[src/rtl/ps2_pkg.sv]
// Shared PS/2 definitions: FSM state encoding, command codes, timing helper.
package ps2_pkg;

  typedef enum logic [2:0] {
    IDLE       = 3'd0,
    INHIBIT    = 3'd1,
    RTS        = 3'd2,
    WAIT_FIRST = 3'd3,
    SHIFT      = 3'd4,
    FINISH     = 3'd5
  } ps2_state_t;

  // Commonly used host commands and the device acknowledge byte.
  localparam logic [7:0] CMD_SET_LEDS = 8'hED;
  localparam logic [7:0] CMD_ECHO     = 8'hEE;
  localparam logic [7:0] CMD_RESET    = 8'hFF;
  localparam logic [7:0] RSP_ACK      = 8'hFA;

  // Width of the shared state timer; must hold the 15 ms start window at 50 MHz.
  localparam int TMR_W = 20;

  // Convert a duration in microseconds to system clock cycles.
  function automatic int us_to_cyc(input int clk_hz, input int us);
    return (clk_hz / 1_000_000) * us;
  endfunction

endpackage

[src/rtl/ps2_host_tx_if.sv]
// Command handshake between a client and the PS/2 host transmitter.
// Handshake: a byte is transferred on a clock edge where tx_valid && tx_ready;
// tx_ready is high only while the transmitter is idle, and a request presented
// while busy is dropped, not queued. done pulses once per accepted byte, with
// nack/timeout describing the outcome in that same cycle.
interface ps2_host_tx_if;
  logic [7:0] tx_data;
  logic       tx_valid;
  logic       tx_ready;
  logic       tx_busy;
  logic       done;
  logic       nack;
  logic       timeout;

  modport master (
    output tx_data, tx_valid,
    input  tx_ready, tx_busy, done, nack, timeout
  );

  modport slave (
    input  tx_data, tx_valid,
    output tx_ready, tx_busy, done, nack, timeout
  );
endinterface

[src/rtl/ps2_line_sync.sv]
// Conditions one raw PS/2 line: 2-FF synchronizer, glitch filter that needs
// FILTER_CYC consecutive equal samples to change level, and a falling-edge
// strobe aligned with the filtered level change.
module ps2_line_sync #(
  parameter int FILTER_CYC = 8
) (
  input  logic clk,
  input  logic rst,
  input  logic pin,
  output logic level,
  output logic fall
);

  localparam int CW = $clog2(FILTER_CYC + 1);

  logic [1:0]    sync_q;
  logic [CW-1:0] cnt_q;

  // Synchronize, then accept a new level only after a full run of equal samples.
  always_ff @(posedge clk or posedge rst) begin
    if (rst) begin
      sync_q <= 2'b11;
      cnt_q  <= '0;
      level  <= 1'b1;
      fall   <= 1'b0;
    end else begin
      sync_q <= {sync_q[0], pin};
      fall   <= 1'b0;
      if (sync_q[1] == level) begin
        cnt_q <= '0;
      end else if (cnt_q == CW'(FILTER_CYC - 1)) begin
        cnt_q <= '0;
        level <= sync_q[1];
        fall  <= ~sync_q[1];
      end else begin
        cnt_q <= cnt_q + 1'b1;
      end
    end
  end

endmodule

[src/rtl/ps2_host_tx.sv]
// PS/2 host-to-device transmitter: inhibit, request-to-send, shift one byte
// with odd parity on device clock falling edges, then sample the ACK.
module ps2_host_tx
  import ps2_pkg::*;
#(
  parameter int CLK_HZ       = 50_000_000,
  parameter int INHIBIT_CYC  = us_to_cyc(CLK_HZ, 100),
  parameter int RTS_CYC      = us_to_cyc(CLK_HZ, 5),
  parameter int START_TO_CYC = us_to_cyc(CLK_HZ, 15_000),
  parameter int PKT_TO_CYC   = us_to_cyc(CLK_HZ, 2_000),
  parameter int FILTER_CYC   = 8
) (
  input  logic         CLOCK_50,
  input  logic         res,
  ps2_host_tx_if.slave bus,
  input  logic         ps2_clk_in,
  input  logic         ps2_dat_in,
  output logic         ps2_clk_oe,
  output logic         ps2_dat_oe,
  output ps2_state_t   state_dbg
);

  localparam int HCW = $clog2(FILTER_CYC + 1);

  logic clk_lvl, clk_fall;
  logic dat_lvl, dat_fall_unused;

  ps2_line_sync #(.FILTER_CYC(FILTER_CYC)) u_clk_sync (
    .clk   (CLOCK_50),
    .rst   (res),
    .pin   (ps2_clk_in),
    .level (clk_lvl),
    .fall  (clk_fall)
  );

  ps2_line_sync #(.FILTER_CYC(FILTER_CYC)) u_dat_sync (
    .clk   (CLOCK_50),
    .rst   (res),
    .pin   (ps2_dat_in),
    .level (dat_lvl),
    .fall  (dat_fall_unused)
  );

  ps2_state_t       state_q;
  logic [TMR_W-1:0] tmr_q;    // shared down-counter, reloaded on state entry
  logic [3:0]       edge_q;   // device falling edges seen so far
  logic [9:0]       sh_q;     // {stop, parity, data}; bit 0 goes out next
  logic [HCW-1:0]   hi_q;     // consecutive cycles both lines idle-high
  logic             clk_oe_q, dat_oe_q;
  logic             done_q, nack_q, timeout_q;

  assign bus.tx_ready = (state_q == IDLE);
  assign bus.tx_busy  = (state_q != IDLE);
  assign bus.done     = done_q;
  assign bus.nack     = nack_q;
  assign bus.timeout  = timeout_q;
  assign ps2_clk_oe   = clk_oe_q;
  assign ps2_dat_oe   = dat_oe_q;
  assign state_dbg    = state_q;

  // Transaction sequencer with registered line enables and status.
  always_ff @(posedge CLOCK_50 or posedge res) begin
    if (res) begin
      state_q   <= IDLE;
      tmr_q     <= '0;
      edge_q    <= '0;
      sh_q      <= '0;
      hi_q      <= '0;
      clk_oe_q  <= 1'b0;
      dat_oe_q  <= 1'b0;
      done_q    <= 1'b0;
      nack_q    <= 1'b0;
      timeout_q <= 1'b0;
    end else begin
      done_q <= 1'b0;
      if (tmr_q != '0) tmr_q <= tmr_q - 1'b1;

      case (state_q)
        IDLE: begin
          clk_oe_q <= 1'b0;
          dat_oe_q <= 1'b0;
          if (bus.tx_valid) begin
            sh_q      <= {1'b1, ~^bus.tx_data, bus.tx_data};
            nack_q    <= 1'b0;
            timeout_q <= 1'b0;
            edge_q    <= '0;
            clk_oe_q  <= 1'b1;
            tmr_q     <= TMR_W'(INHIBIT_CYC - 1);
            state_q   <= INHIBIT;
          end
        end

        // Clock held low long enough to abort any device frame.
        INHIBIT: begin
          if (tmr_q == '0) begin
            dat_oe_q <= 1'b1;
            tmr_q    <= TMR_W'(RTS_CYC - 1);
            state_q  <= RTS;
          end
        end

        // Data low (start bit) with clock still low, then release clock.
        RTS: begin
          if (tmr_q == '0) begin
            clk_oe_q <= 1'b0;
            tmr_q    <= TMR_W'(START_TO_CYC - 1);
            state_q  <= WAIT_FIRST;
          end
        end

        // First device falling edge: present data bit 0 and start packet timer.
        WAIT_FIRST: begin
          if (clk_fall) begin
            dat_oe_q <= ~sh_q[0];
            sh_q     <= {1'b1, sh_q[9:1]};
            edge_q   <= 4'd1;
            tmr_q    <= TMR_W'(PKT_TO_CYC - 1);
            state_q  <= SHIFT;
          end else if (tmr_q == '0) begin
            dat_oe_q  <= 1'b0;
            timeout_q <= 1'b1;
            hi_q      <= '0;
            tmr_q     <= TMR_W'(PKT_TO_CYC - 1);
            state_q   <= FINISH;
          end
        end

        // Edges 2..10 shift out data/parity/stop; edge 11 samples ACK and
        // takes priority over a packet timeout in the same cycle.
        SHIFT: begin
          if (clk_fall && edge_q == 4'd10) begin
            nack_q   <= dat_lvl;
            dat_oe_q <= 1'b0;
            hi_q     <= '0;
            tmr_q    <= TMR_W'(PKT_TO_CYC - 1);
            state_q  <= FINISH;
          end else if (tmr_q == '0) begin
            clk_oe_q  <= 1'b0;
            dat_oe_q  <= 1'b0;
            timeout_q <= 1'b1;
            hi_q      <= '0;
            tmr_q     <= TMR_W'(PKT_TO_CYC - 1);
            state_q   <= FINISH;
          end else if (clk_fall) begin
            dat_oe_q <= ~sh_q[0];
            sh_q     <= {1'b1, sh_q[9:1]};
            edge_q   <= edge_q + 4'd1;
          end
        end

        // Lines released; wait for bus idle (or give up) before reporting.
        FINISH: begin
          clk_oe_q <= 1'b0;
          dat_oe_q <= 1'b0;
          if (clk_lvl && dat_lvl) hi_q <= hi_q + 1'b1;
          else                    hi_q <= '0;
          if ((clk_lvl && dat_lvl && hi_q == HCW'(FILTER_CYC - 1)) || tmr_q == '0) begin
            done_q  <= 1'b1;
            hi_q    <= '0;
            state_q <= IDLE;
          end
        end

        default: begin
          clk_oe_q <= 1'b0;
          dat_oe_q <= 1'b0;
          state_q  <= IDLE;
        end
      endcase
    end
  end

endmodule

[src/flat_wrapper.sv]
// flat-port wrapper written by rule: the top's interface ports become plain ports
module ps2_host_tx_flat import ps2_pkg::*;
#(
  parameter int CLK_HZ       = 50_000_000,
  parameter int INHIBIT_CYC  = us_to_cyc(CLK_HZ, 100),
  parameter int RTS_CYC      = us_to_cyc(CLK_HZ, 5),
  parameter int START_TO_CYC = us_to_cyc(CLK_HZ, 15_000),
  parameter int PKT_TO_CYC   = us_to_cyc(CLK_HZ, 2_000),
  parameter int FILTER_CYC   = 8
)
  (CLOCK_50, res, ps2_clk_in, ps2_dat_in, ps2_clk_oe, ps2_dat_oe, state_dbg, bus_tx_data, bus_tx_valid, bus_tx_ready, bus_tx_busy, bus_done, bus_nack, bus_timeout);
  ps2_host_tx_if bus_i ();
  input  logic CLOCK_50;
  input  logic res;
  input  logic ps2_clk_in;
  input  logic ps2_dat_in;
  output logic ps2_clk_oe;
  output logic ps2_dat_oe;
  output ps2_state_t state_dbg;
  input wire logic [$bits(bus_i.tx_data)-1:0] bus_tx_data;
  input wire logic [$bits(bus_i.tx_valid)-1:0] bus_tx_valid;
  output wire logic [$bits(bus_i.tx_ready)-1:0] bus_tx_ready;
  output wire logic [$bits(bus_i.tx_busy)-1:0] bus_tx_busy;
  output wire logic [$bits(bus_i.done)-1:0] bus_done;
  output wire logic [$bits(bus_i.nack)-1:0] bus_nack;
  output wire logic [$bits(bus_i.timeout)-1:0] bus_timeout;
  assign bus_i.tx_data = bus_tx_data;
  assign bus_i.tx_valid = bus_tx_valid;
  assign bus_tx_ready = bus_i.tx_ready;
  assign bus_tx_busy = bus_i.tx_busy;
  assign bus_done = bus_i.done;
  assign bus_nack = bus_i.nack;
  assign bus_timeout = bus_i.timeout;
  ps2_host_tx #(.CLK_HZ(CLK_HZ), .INHIBIT_CYC(INHIBIT_CYC), .RTS_CYC(RTS_CYC), .START_TO_CYC(START_TO_CYC), .PKT_TO_CYC(PKT_TO_CYC), .FILTER_CYC(FILTER_CYC)) u_core (.CLOCK_50(CLOCK_50), .res(res), .bus(bus_i), .ps2_clk_in(ps2_clk_in), .ps2_dat_in(ps2_dat_in), .ps2_clk_oe(ps2_clk_oe), .ps2_dat_oe(ps2_dat_oe), .state_dbg(state_dbg));
endmodule
[config.mk]
export PLATFORM = sky130hd
export DESIGN_NAME = ps2_host_tx_flat
export DESIGN_NICKNAME = d
export VERILOG_FILES = /design/src/rtl/ps2_pkg.sv /design/src/rtl/ps2_host_tx_if.sv /design/src/rtl/ps2_line_sync.sv /design/src/rtl/ps2_host_tx.sv /design/src/flat_wrapper.sv
export SDC_FILE = /design/constraint.sdc
export NUM_CORES = 1
export LEC_CHECK = 0
export ABC_AREA = 1
export CAP_MARGIN = 20
export CORE_MARGIN = 4
export CORE_UTILIZATION = 55
export DETAILED_ROUTE_END_ITERATION = 16
export DONT_BUFFER_PORTS = 1
export PLACE_DENSITY_LB_ADDON = 0.1
export SLEW_MARGIN = 20
export SYNTH_ARGS = -nofsm -noshare
export SYNTH_HDL_FRONTEND = slang
export SYNTH_SLANG_ARGS = --single-unit
[constraint.sdc]
create_clock -name CLOCK_50 -period 2.1 [get_ports CLOCK_50]
set_input_delay 0.21 -clock CLOCK_50 [delete_from_list [all_inputs] [get_ports CLOCK_50]]
set_output_delay 0.21 -clock CLOCK_50 [all_outputs]
set_load 0.03 [all_outputs]
**Word level (Yosys, flattened, before mapping)**

Index checks and enable logic that the tools add are counted.

- Memory bits (read-only): 0
- Latch bits: 0
- Register bits after elaboration: 61
- Memory bits (writable): 0
- Logic and storage cells: 133
- Memories: 0

- Reductions and logical operators: 23
- Bitwise logic cells: 6
- Div/mod/pow operators: 0
- Magnitude comparators: 0
- Shift-type cells: 0
- Multipliers: 0
- Mux-type cells: 59
- Add/subtract/negate cells: 5
- Eq/ne operators: 23

Operator list:

| operator | count |
|---|---|
| $mux 20 | 7 |
| $pmux 20 s5 | 1 |
| $mux 4 | 14 |
| $mux 10 | 4 |
| $pmux 10 s3 | 1 |
| $pmux 4 s3 | 2 |
| $mux 3 | 7 |
| $logic_not 20->1 | 1 |
| $reduce_bool 20->1 | 1 |
| $sub 20x1->20 const B | 1 |
| $mux 1 | 18 |
| $pmux 3 s6 | 1 |
| $add 4x1->4 const B | 4 |
| $reduce_and 4->1 | 4 |
| $eq 4x3->1 const B | 3 |
| $ne 2x2->1 const B | 6 |
| $reduce_bool 3->1 | 3 |
| $ne 2x1->1 const B | 4 |
| $pmux 1 s4 | 2 |
| $reduce_and 2->1 | 4 |
| $reduce_xnor 8->1 | 1 |
| $eq 3x2->1 const B | 2 |
| $eq 3x3->1 const B | 2 |
| $not 1->1 | 6 |
| other kinds (14) | 17 |

**Depth between registers and ports, before layout**

- Depth in word-level cells: 5
- Mapped depth: 12

**Cells and area by module**

A second synthesis with hierarchy kept.

- Cell total of the unflattened synthesis: 508
- Area total of the unflattened synthesis: 3803.6 µm²

By module, submodules not included:

| module | cells each | seq. area each (µm²) | instances | area each (µm²) |
|---|---|---|---|---|
| ps2_host_tx | 448 | 1151.1 | 1 | 3143.0 |
| ps2_line_sync | 30 | 203.9 | 2 | 330.3 |

**Worst setup path after synthesis**

No wires, ideal clock.

- Path kind: register to register
- Start point: register u_core.state_q[0] (netlist: u_core.state_dbg[0])
- End point: register u_core.tmr_q[8]
- Setup time: 0.063 ns
- Setup slack: 0.047 ns
- Stages on the path, launching flop included: 12
- Buffers on the path: 0
- Clock period less this slack: 2.053 ns
- Arrival time: 1.991 ns
- Cells stage by stage: dfrtp_1 inv_2 nand2_2 nor2_2 inv_1 nor2_2 inv_1 nand2_1 inv_2 nand2_1 nand2_1 inv_1

- Cells in the longest elaborated chain, start to end: 2

Ends and longest elaborated chain:

| what | line | source |
|---|---|---|
| from (decl) | ps2_host_tx.sv:44 | `ps2_state_t state_q;` |
| from (signal assigned) | ps2_host_tx.sv:64 | `state_q <= IDLE;` |
| from (signal assigned) | ps2_host_tx.sv:89 | `state_q <= INHIBIT;` |
| from (signal assigned) | ps2_host_tx.sv:98 | `state_q <= RTS;` |
| $logic_not 3->1 | -- |  |
| named net bus_tx_ready | flat_wrapper.sv:22 | `output wire logic [$bits(bus_i.tx_ready)-1:0] bus_tx_ready;` |
| $pmux 20 s5 | ps2_host_tx.sv:78 | `case (state_q)` |
| to (signal assigned) | ps2_host_tx.sv:76 | `if (tmr_q != '0) tmr_q <= tmr_q - 1'b1;` |
| to (signal assigned) | ps2_host_tx.sv:88 | `tmr_q <= TMR_W'(INHIBIT_CYC - 1);` |
| to (signal assigned) | ps2_host_tx.sv:97 | `tmr_q <= TMR_W'(RTS_CYC - 1);` |
| to (decl) | ps2_host_tx.sv:45 | `logic [TMR_W-1:0] tmr_q;` |

The timed path passes the listed nets, and every way through them passes these cells.
A chain may end at the register's enable or synchronous reset.

**Worst setup path in the final report**

- Start point: register u_core.tmr_q[0]
- End point: register u_core.sh_q[9]

- Cells in the longest elaborated chain, start to end: 3

Ends and longest elaborated chain:

| what | line | source |
|---|---|---|
| $logic_not 20->1 | ps2_host_tx.sv:137 | `end else if (tmr_q == '0) begin` |
| $ne 2x2->1 (no line) | -- |  |
| $reduce_and 4->1 (no line) | -- |  |
| to (signal assigned) | ps2_host_tx.sv:83 | `sh_q <= {1'b1, ~^bus.tx_data, bus.tx_data};` |
| to (signal assigned) | ps2_host_tx.sv:115 | `sh_q <= {1'b1, sh_q[9:1]};` |
| to (signal assigned) | ps2_host_tx.sv:146 | `sh_q <= {1'b1, sh_q[9:1]};` |
| to (decl) | ps2_host_tx.sv:47 | `logic [9:0] sh_q;` |

Every way passes these cells.

==> metrics.md <==
| Metric | Value |
|---|---|
| Status | `finished, final reports clean` |
| GRT busiest layer | `met2` |
| Die W | `89.46 microns` |
| GRT Total Usage | `0.2242` |
| Layout cells sized above 1 | `0.1680` |
| Root cell of the clock tree | `clkbuf_8` |
| Top_reg_cell synth | `dfrtp_1` |
| Crit start category | `flip-flop` |
| Post-layout power | `just over 5 mW` |
| Clock Latency Late Sink | `340 ps` |
| TritonCTS clock tree | `yes` |
| Required @ worst endpoint | `around 2300 ps` |
| Slew Viols, Final | `0` |
| CTS HTree Levels | `3` |
| Crit Path Class | `reg2reg` |
| DR DRC count | `0` |
| Post-Syn Instances | `approximately 470` |
| Via density | `5.256` |
| Hold WC Path Type | `in2reg` |
| Layout area overhead | `11.55%` |
| CP Launch Point | `u_core.tmr_q[0]` |
| Synth Register Bits | `61` |
| Die area | `8003 sq um` |
| Worst-path fanout max | `23` |
| Hold-critical path depth | `4` |
| Tmin final | `1912 ps` |
| Detail Placement HPWL | `just over 6000 microns` |
| Grt met3 use | `0.06175` |
| Max Fclk | `0.5230 GHz` |
| Synth async-reset ratio | `1.000` |
| Row cnt | `29` |
| Final nets | `516` |
| Setup TNS | `0 ps` |
| Placeable Area | `6386 sq um` |
| ANT nets after route | `0` |
| Leakage power | `2.062 nW` |
| Placed cells | `558` |
| Endpoints failing setup | `0` |
| Post-synth EDFFs | `0` |
| DP Area | `3820 sq um` |
| Final core occ | `0.6375` |
| Gpl congestion | `0.9031` |
| FILL cells | `550` |
| Hold Crit Start | `bus_tx_data[7]` |
| Ant diodes | `0` |
| Sequential cell area fraction in the yosys report | `0.4203` |
| FF-to-FF path depth | `10` |
| Bufs on Longest Clock Path | `2` |
| Gr ovfl total | `0` |
| Library cells used by synthesis | `40` |
| Largest net degree at the start of global routing | `28` |
| Period utilization | `0.9104` |
| Number of buffers added on ports | `0` |
| I/O pins | `23` |
| Avg Synthesized Cell Area | `7.716 sq um` |
| First-pass GRT wire length | `13640 microns` |
| Post-CTS Setup Bufs | `0` |
| Vias in the first global route | `2864` |
| Final Hold Fails | `0` |
| CP endpoint kind | `flip-flop` |
| Initial Util | `0.5715` |
| RSZ-0062 raised after global routing | `false` |
| Slew headroom | `0.6261` |
| Pre-antenna DRT Iters | `5` |
| Synthesized area | `3650 sq um` |
| CTS clk-pin slew, worst paths | `70 ps` |
| Cell area after layout | `4071 sq um` |
| Reg2reg start | `u_core.tmr_q[0]` |
| Worst vdd ir | `1.061 mV` |
| Yosys warns | `0` |
| # clock sinks | `61` |
| Per-cell routed wire length | `13.72 microns` |
| CP arrival | `roughly 2100 ps` |
| Net Count, Synth | `494` |
| Max-cap violations | `0` |
| Fin cells | `577` |
| Met2 GRT Util | `0.3449` |
| Worst Max-Slew Pin Slew | `about 560 ps` |
| Cts bufs inserted | `9` |
| Met1 Use GR | `0.3123` |
| Via count | `3033` |
| DR iter-0 viols | `177` |
| Total wire length | `7914 microns` |
| Initial antenna violation count | `0` |
| P per Cell Area | `1256 nW/um^2` |
| DIE HEIGHT | `89.46 microns` |
| Clock Skew | `9.655 ps` |
critical path, cell delays in order (launching register included):
cell and delay, ps:
dfrtp_1 380, inv_1 120, ha_1 190, nand2_1 70, nor2_2 230, nand3_4 160
clkinv_4 120, nand2_2 80, nand3_4 90, inv_4 120, or2_1 220
synthesized netlist by cell type, types with 2 or more instances:
cell type | instances | area [sq um]
o21bai_1 | 2 | 15.01
inv_1 | 51 | 191.4
nand2_4 | 2 | 22.52
dfrtp_1 | 55 | 1376
nor2_2 | 10 | 62.56
nor3_1 | 4 | 20.02
or2_2 | 3 | 18.77
nand3_2 | 2 | 20.02
dfstp_2 | 6 | 157.7
buf_6 | 2 | 22.52
nand3_1 | 32 | 160.2
a21oi_1 | 13 | 65.06
xnor2_1 | 9 | 78.83
a31oi_1 | 2 | 12.51
nand2_1 | 132 | 495.5
nor2_1 | 55 | 206.5
nand2_2 | 6 | 37.54
ha_1 | 8 | 100.1
nand4_1 | 6 | 37.54
xor2_1 | 16 | 140.1
nor2_4 | 3 | 33.78
inv_2 | 6 | 22.52
buf_2 | 2 | 10.01
nand3b_1 | 5 | 37.54
o21ai_2 | 10 | 87.58
o21ai_0 | 16 | 80.08
nand3_4 | 2 | 35.03
final cells by class:
type	count	area (sq um)	area share
clock buffer	9	123.9	0.03042
clock inverter	7	97.59	0.02397
inverter	60	232.7	0.05716
multi-input combinational	347	1847	0.4536
sequential	61	1534	0.3768
tap	77	96.34	0.02366
timing repair buffer	16	140.1	0.03442
routing by layer:
metal  vias to the layer above  routed length, microns
li1                       1546                       -
met5                         -                       0
met3                         8                     462
met2                        75                    3624
met1                      1404                    3732
met4                         0                      94
logic make-up after synthesis:
| group | share of synthesized area |
|---|---|
| xor+xnor | 0.05999 |
| fa+ha+maj | 0.02743 |
| flops | 0.4203 |
| simple gates | 0.3380 |
| compound gates | 0.07747 |
| mux | 0.003085 |
| buf+inv | 0.07370 |
metrics by stage:
step           setup slack, ps  hold WS, ps
2_1_floorplan            46.84        214.5
3_3_place_gp             248.0        175.1
3_5_place_dp             201.4        178.0
4_1_cts                  206.1        81.51
5_1_grt                  33.64        76.06
6_report                 188.1        90.20
worst paths after layout:
| check | endpoint | slack, ps |
|---|---|---|
| setup / recovery | u_core.sh_q[9] | 190 |
| hold / removal | u_core.sh_q[7] | 90 |
| setup reg to reg | u_core.sh_q[9] | 190 |
| hold reg to reg | u_core.u_clk_sync.sync_q[1] | 360 |
| max in group asynchronous | u_core.u_clk_sync.level | 1110 |
| min in group asynchronous | u_core.u_clk_sync.cnt_q[1] | 380 |
where the power goes:
| group | leakage [nW] | switching (mW) | internal [mW] |
|---|---|---|---|
| logic | 1.18 | 1.45 | 0.748 |
| registers | 0.773 | 0.264 | 1.48 |
| clock network | 0.106 | 0.493 | 0.673 |
layout by cell type, fill, tap and decap left out, drive strengths merged, types with 5 or more instances in the layout:
master	synthesis	layout
dfrtp	55	55
o21ai	27	27
nand4	6	6
a21oi	13	13
buf	4	13
inv	58	60
xnor2	9	9
clkbuf	1	9
dfstp	6	6
nand2	140	140
ha	8	8
xor2	16	16
nand3	36	36
nand3b	5	5
nor2	69	69
flip-flops by register name, summed over array words and instances, names as in the netlist, 2 cells and up:
register                  cells
u_core.edge_q                 4
u_core.hi_q                   4
u_core.sh_q                  10
u_core.state_dbg              3
u_core.tmr_q                 20
u_core.u_clk_sync.cnt_q       4
u_core.u_clk_sync.sync_q      2
u_core.u_dat_sync.cnt_q       4
u_core.u_dat_sync.sync_q      2
repair_timing:
| action | in CTS | in global routing |
|---|---|---|
| hold buffers | 3 | 0 |
| hold endpoints to repair | 23 | 0 |
| gates resized for setup | 0 | 0 |
| endpoints found under the setup margin | 0 | 0 |
Power figures use the tool's default switching activity.
